## config.mk

```make
export PLATFORM = sky130hd
export DESIGN_NAME = pic_prio_core
export DESIGN_NICKNAME = d
export VERILOG_FILES = /design/src/rtl/pic_pkg.sv /design/src/rtl/pic_rot_prio.sv /design/src/rtl/pic_prio_core.sv
export SDC_FILE = /design/constraint.sdc
export NUM_CORES = 1
export LEC_CHECK = 0
export CORE_ASPECT_RATIO = 1.1
export CORE_MARGIN = 10
export CORE_UTILIZATION = 55
export CTS_CLUSTER_SIZE = 8
export DETAILED_ROUTE_END_ITERATION = 8
export PLACE_DENSITY = 0.82
export SLEW_MARGIN = 20
export SYNTH_ARGS = -nofsm -noshare
export SYNTH_HDL_FRONTEND = slang
export SYNTH_SLANG_ARGS = --single-unit
```

## constraint.sdc

```tcl
create_clock -name clk -period 5.8 [get_ports clk]
set_input_delay 1.74 -clock clk [delete_from_list [all_inputs] [get_ports clk]]
set_output_delay 1.74 -clock clk [all_outputs]
set_load 0.1 [all_outputs]
```

## src/rtl/pic_pkg.sv

```systemverilog
// Shared types and helpers for the interrupt priority core.
// Channel indices always wrap modulo the channel count.
package pic_pkg;

  typedef enum logic {
    IDLE,
    FROZEN
  } state_e;

  localparam int NCH_DEF = 8;

  function automatic int unsigned mod_inc(
    input int unsigned v,
    input int unsigned n
  );
    return (v + 32'd1 >= n) ? 32'd0 : v + 32'd1;
  endfunction

endpackage

```

## src/rtl/pic_rot_prio.sv

```systemverilog
// Rotating priority encoder: lp+1 is highest, lp is lowest.
// rank is the winner's distance from the top of the order.
module pic_rot_prio
  import pic_pkg::*;
#(
  parameter int NCH = NCH_DEF,
  parameter int IDW = $clog2(NCH)
) (
  input  logic [NCH-1:0] vec,
  input  logic [IDW-1:0] lp,
  output logic           any,
  output logic [IDW-1:0] id,
  output logic [IDW-1:0] rank
);

  logic [IDW-1:0] ch;
  logic           found;

  always_comb begin
    found = 1'b0;
    id    = '0;
    rank  = '0;
    ch    = IDW'(mod_inc(32'(lp), NCH));
    for (int k = 0; k < NCH; k++) begin
      if (vec[ch] && !found) begin
        found = 1'b1;
        id    = ch;
        rank  = IDW'(k);
      end
      ch = IDW'(mod_inc(32'(ch), NCH));
    end
  end

  assign any = found;

endmodule

```

## src/rtl/pic_prio_core.sv

```systemverilog
// 8259A-style priority core: ISR, rotating priority, INTA
// handshake and EOI handling.
module pic_prio_core
  import pic_pkg::*;
#(
  parameter int NCH = NCH_DEF,
  parameter int IDW = $clog2(NCH)
) (
  input  logic           clk,
  input  logic           rst,
  input  logic [NCH-1:0] irr,
  input  logic [NCH-1:0] imr,
  input  logic           smm,
  input  logic           aeoi,
  input  logic           inta,
  input  logic           eoi_ns,
  input  logic           eoi_sp,
  input  logic [IDW-1:0] eoi_lvl,
  input  logic           eoi_rot,
  input  logic           set_lp,
  input  logic [IDW-1:0] lp_lvl,
  output logic           intr,
  output logic           vec_valid,
  output logic [IDW-1:0] vec_id,
  output logic           spurious,
  output logic [NCH-1:0] isr,
  output logic [IDW-1:0] lp
);

  localparam logic [IDW-1:0] LAST  = IDW'(NCH - 1);
  localparam logic [IDW:0]   NCH_W = (IDW + 1)'(NCH);

  state_e         state_q, state_d;
  logic [IDW-1:0] win_id_q, win_id_d;
  logic           win_ok_q, win_ok_d;
  logic           intr_q, intr_d;
  logic           vv_q, vv_d;
  logic [IDW-1:0] vid_q, vid_d;
  logic           sp_q, sp_d;
  logic [NCH-1:0] isr_q, isr_d;
  logic [IDW-1:0] lp_q, lp_d;

  logic [NCH-1:0] nmr;
  logic           nmr_any, isr_any;
  logic [IDW-1:0] nmr_id, nmr_rank;
  logic [IDW-1:0] isr_id, isr_rank;
  logic           pending;

  logic [NCH-1:0] set_v, clr_v;
  logic           aeoi_rot;
  logic           eoi_rot_hit;
  logic [IDW-1:0] eoi_rot_id;
  logic           sp_ok, lp_ok;

  assign nmr = irr & ~imr & (smm ? ~isr_q : {NCH{1'b1}});

  pic_rot_prio #(.NCH(NCH), .IDW(IDW)) u_nmr (
    .vec  (nmr),
    .lp   (lp_q),
    .any  (nmr_any),
    .id   (nmr_id),
    .rank (nmr_rank)
  );

  pic_rot_prio #(.NCH(NCH), .IDW(IDW)) u_isr (
    .vec  (isr_q),
    .lp   (lp_q),
    .any  (isr_any),
    .id   (isr_id),
    .rank (isr_rank)
  );

  // Equal priority never preempts the channel already in service.
  assign pending = nmr_any &&
    (smm || !isr_any || (nmr_rank < isr_rank));

  assign sp_ok = {1'b0, eoi_lvl} < NCH_W;
  assign lp_ok = {1'b0, lp_lvl} < NCH_W;

  always_comb begin
    state_d  = state_q;
    win_id_d = win_id_q;
    win_ok_d = win_ok_q;
    intr_d   = 1'b0;
    vv_d     = 1'b0;
    vid_d    = vid_q;
    sp_d     = sp_q;
    set_v    = '0;
    aeoi_rot = 1'b0;
    unique case (state_q)
      IDLE: begin
        intr_d = pending && !inta;
        if (inta) begin
          state_d  = FROZEN;
          win_id_d = nmr_id;
          win_ok_d = pending;
        end
      end
      FROZEN: begin
        if (inta) begin
          state_d = IDLE;
          vv_d    = 1'b1;
          if (win_ok_q) begin
            vid_d = win_id_q;
            sp_d  = 1'b0;
            if (!aeoi) set_v[win_id_q] = 1'b1;
            else       aeoi_rot = eoi_rot;
          end else begin
            vid_d = LAST;
            sp_d  = 1'b1;
          end
        end
      end
      default: state_d = IDLE;
    endcase
  end

  // Specific EOI shadows a simultaneous non-specific one.
  always_comb begin
    clr_v       = '0;
    eoi_rot_hit = 1'b0;
    eoi_rot_id  = '0;
    if (eoi_sp) begin
      if (sp_ok) begin
        clr_v[eoi_lvl] = 1'b1;
        eoi_rot_hit    = eoi_rot;
        eoi_rot_id     = eoi_lvl;
      end
    end else if (eoi_ns && isr_any) begin
      clr_v[isr_id] = 1'b1;
      eoi_rot_hit   = eoi_rot;
      eoi_rot_id    = isr_id;
    end
  end

  always_comb begin
    isr_d = (isr_q & ~clr_v) | set_v;
    lp_d  = lp_q;
    if (eoi_rot_hit)   lp_d = eoi_rot_id;
    else if (aeoi_rot) lp_d = win_id_q;
    if (set_lp && lp_ok) lp_d = lp_lvl;
  end

  always_ff @(posedge clk) begin
    if (rst) begin
      state_q  <= IDLE;
      win_id_q <= '0;
      win_ok_q <= 1'b0;
      intr_q   <= 1'b0;
      vv_q     <= 1'b0;
      vid_q    <= '0;
      sp_q     <= 1'b0;
      isr_q    <= '0;
      lp_q     <= LAST;
    end else begin
      state_q  <= state_d;
      win_id_q <= win_id_d;
      win_ok_q <= win_ok_d;
      intr_q   <= intr_d;
      vv_q     <= vv_d;
      vid_q    <= vid_d;
      sp_q     <= sp_d;
      isr_q    <= isr_d;
      lp_q     <= lp_d;
    end
  end

  assign intr      = intr_q;
  assign vec_valid = vv_q;
  assign vec_id    = vid_q;
  assign spurious  = sp_q;
  assign isr       = isr_q;
  assign lp        = lp_q;

endmodule

```

==> results by group <==
Route
  • Antenna Violating Nets Remaining: 0
  • Met1 WL: 4070 um
  • Top Layer Used: met4
  • Detailed Route WL: about 9500 um
  • DRC: 0
  • Vias: 3207
  • Via-to-Cell Ratio: 6.97
  • First-pass DRT Iterations: 5
  • Routed wl met2: a little over 4000 um
  • Routed wl met3: 970 um
  • Routed WL per cell: around 20 um
  • 1st-iter DRT viols: about 300

Synth
  • #FFs+latches synth: 22
  • Post-Synth XOR/XNOR Area: 0.00600
  • Top cells by count, synth: 39 x nand2_1, 29 x nor2_1, 22 x dfxtp_1
  • Post-synthesis compound-gate area fraction: 0.315
  • Adder-cell share of the synthesized area: 0.0343
  • Async SR Flop Fraction: 0
  • Most frequent cell after synthesis: nand2_1
  • Post-Syn Nets: 400
  • Area leader, netlist: dfxtp_1
  • Mapped Cells: 361
  • Yosys top cell area share: 0.151
  • Main combinational cell family by area after synthesis: compound AO/OA/AOI/OAI gates
  • Simple-Gate Fraction of Synth Area: 0.246
  • Synthesized area per cell: slightly above 8 um2
  • Top FF cell, synth: dfxtp_1
  • EDFF count, synth: 0
  • Post-synthesis mux area share: 0.174
  • Netlist cell types: 85
  • Post-Syn Area: 0.00292 mm2
  • Synthesis Warnings: 0
  • Sequential fraction of the synthesis area: 0.151
  • Top cells by area, synth: dfxtp_1 15%, mux4_2 7.7%, mux2i_1 5.5%, nand2_1 5.0%, nor2_1 3.7%

Timing
  • Max Fclk: ~0.20 GHz
  • Fin crit share: 0.882
  • Max Slew Vio Count: 0
  • Final hold violations: 0
  • Minimum clock period: slightly above 5 ns
  • Max-slew headroom: 0.330
  • Worst slew pin tran: 1.00 ns
  • # setup viols final: 0
  • Setup_tns: 0 ns
  • Unrepaired setup endpoints after global routing: no
  • Clock skew: between 0.005 and 0.006 ns

Floorplanning
  • Row count: 27
  • Die area: 0.00862 mm2
  • Initial Util: 0.576
  • Die height: 96.4 um
  • Area of the core: between 0.005 and 0.006 mm2
  • # IOs: 48
  • Die Wd: between 80 and 90 um

Clock network
  • Sink Count: 22
  • CTS Buf Count: 3
  • CTS max path bufs: 2
  • Worst-path clk slew: roughly 0.08 ns
  • CTS root buf: clkbuf_8
  • CTS hold repair buffers: 0
  • TritonCTS clock tree: yes
  • H-tree depth: 1
  • Skew-Pair Late Insertion Delay: 0.27 ns
  • Post-CTS Resized: 0
  • Post-CTS setup repair buffer count: 0

Cells and area
  • Syn-to-layout area delta: 18.0%
  • Fillers: 440
  • Final instance area: 0.00344 mm2
  • Ant diodes: 0
  • Fraction of layout instances using a drive strength above 1: 0.117
  • Final #Nets: roughly 440
  • Final Non-Filler Cells: 460

Setup path
  • Critical path cell sequence: clkdlybuf4s50_1 -> a211oi_1 -> mux4_2 -> mux2_2 -> nor2_1 -> o2111ai_2 -> a21oi_1 -> ha_1 -> a21o_1 -> a221o_1 -> a41oi_1 -> nor3b_2
  • Worst Setup Start Kind: input pin
  • Reg2Reg Depth: 16
  • Crit-path leading delay family: compound AO/OA/AOI/OAI gates
  • WP data arrival: around 5.3 ns
  • Crit path max-delay cell type: clkdlybuf4s50_1
  • Worst Setup SP: smm
  • Crit Path Category: input pin to flop
  • CP max FO: 9
  • CP max stage delay: about 0.68 ns
  • Critical path depth: 12
  • CP Buf/Inv Count: 1
  • Critical Path Sink Type: flop
  • Data required, critical path: 6.00 ns
  • Worst r2r src: lp[1]$_SDFFE_PP1P_

Flow run
  • MaxCap Viol Count: 0

Global routing
  • Pin count of the biggest net entering global routing: 30
  • Vias in the first global route: between 3000 and 4000
  • First-pass GRT wire length: 15400 um
  • Total gr overflow: 0
  • Initial antenna violation count: 0
  • GR Util All Layers: 0.224

Power and ir drop
  • Max IR drop VDD: roughly 0.00016 V
  • Static Leakage: around 1.3 nW
  • Pwr per Cell Area: approximately 210 mW/mm2

Hold path
  • Hold Crit Depth: 2
  • Hold Crit Class: flop to flop
  • Hold path start: vec_id[1]$_SDFFE_PP0P_

Run status
  • Outcome: completed

Placed design
  • Final HPWL DP: 7480 um
  • Post-DP Area: approximately 0.0034 mm2
  • Dpl cells: ~460
  • GP Congestion: just under 1
  • Number of port buffers: 47
-- logic make-up after synthesis --
logic type / count (synthesis)
DFF: 22
xor gates and xnor gates: 2
muxes: 36
and+or+nand+nor: 136
adders and majority gates: 8
buffers and inverters: 38
AOI/OAI and AO/OA: 119
-- through the flow --
| stage | setup WS (ns) | total power [W] | util | hold slack, ns |
|---|---|---|---|---|
| floorplan | 0.762 | 0.000488 | - | 0.454 |
| finish | 0.686 | 0.000733 | 0.680 | 0.493 |
| CTS | 0.746 | 0.000726 | 0.680 | 0.497 |
| global placement | 0.634 | 0.000579 | 0.666 | 0.467 |
| detailed placement | 0.469 | 0.000582 | 0.666 | 0.485 |
| global route | 0.520 | 0.000773 | 0.680 | 0.518 |
-- state kept, by name, indices dropped and copies added, names as in the netlist --
signal / flops
isr: 8
lp: 3
vec_id: 3
win_id_q: 3
intr: 1
spurious: 1
state_q: 1
vec_valid: 1
win_ok_q: 1
-- path summary, 6_finish.rpt --
| check | to | slack [ns] |
|---|---|---|
| setup / recovery | intr$_SDFF_PP0_ | 0.69 |
| hold / removal | vec_id[1]$_SDFFE_PP0P_ | 0.49 |
| setup reg to reg | intr$_SDFF_PP0_ | 1.05 |
| hold reg to reg | vec_id[1]$_SDFFE_PP0P_ | 0.49 |
-- worst min-delay path, stage by stage (launching register included) --
cell and delay, ns:
dfxtp_1 0.32, nor2_1 0.08, a311oi_1 0.05
-- final cells by class --
type | count | area [um2] | area share
clock buffer | 3 | 41.3 | 0.0120
tap | 58 | 72.6 | 0.0211
timing repair buffer | 53 | 515 | 0.150
multi-input combinational | 301 | 2260 | 0.657
clock inverter | 1 | 30.0 | 0.00872
sequential | 22 | 440 | 0.128
inverter | 22 | 82.6 | 0.0240
-- routing by layer --
metal | vias up | track usage
met2 | 209 | 0.343
met3 | 28 | 0.0494
met4 | 0 | 0.103
met1 | 1475 | 0.294
li1 | 1495 | -
met5 | - | 0
-- cells in the final DEF, fill, tap and decap left out, types with 3 or more instances in the layout --
cell type	count
o211ai_1	8
o211a_1	4
nand2b_1	8
a21oi_1	19
o31a_1	3
a211o_1	3
a21o_1	3
o32ai_1	3
nand3_1	9
o22ai_1	4
and2_1	3
mux4_2	10
clkbuf_8	3
o21a_1	3
o21ai_1	7
o311ai_0	3
mux2i_1	16
mux2_2	9
o21ai_0	7
nor2b_1	4
buf_4	6
nor2_1	29
inv_1	20
a31oi_1	5
nor3b_1	6
a211oi_1	9
nor3_1	11
a311oi_1	5
ha_1	8
dfxtp_1	22
nor4_1	3
nand4_1	3
nand2_1	39
clkdlybuf4s50_1	47
-- report_power, final --
group	leakage, nW	switching [W]	total [W]	internal, W
Combinational	1.10	0.000249	0.000411	0.000162
Clock	0.0357	0.0000520	0.000144	0.0000923
Sequential	0.180	0.0000161	0.000178	0.000162
Total	1.31	0.000317	0.000733	0.000416
(Power assumes the default switching activity.)
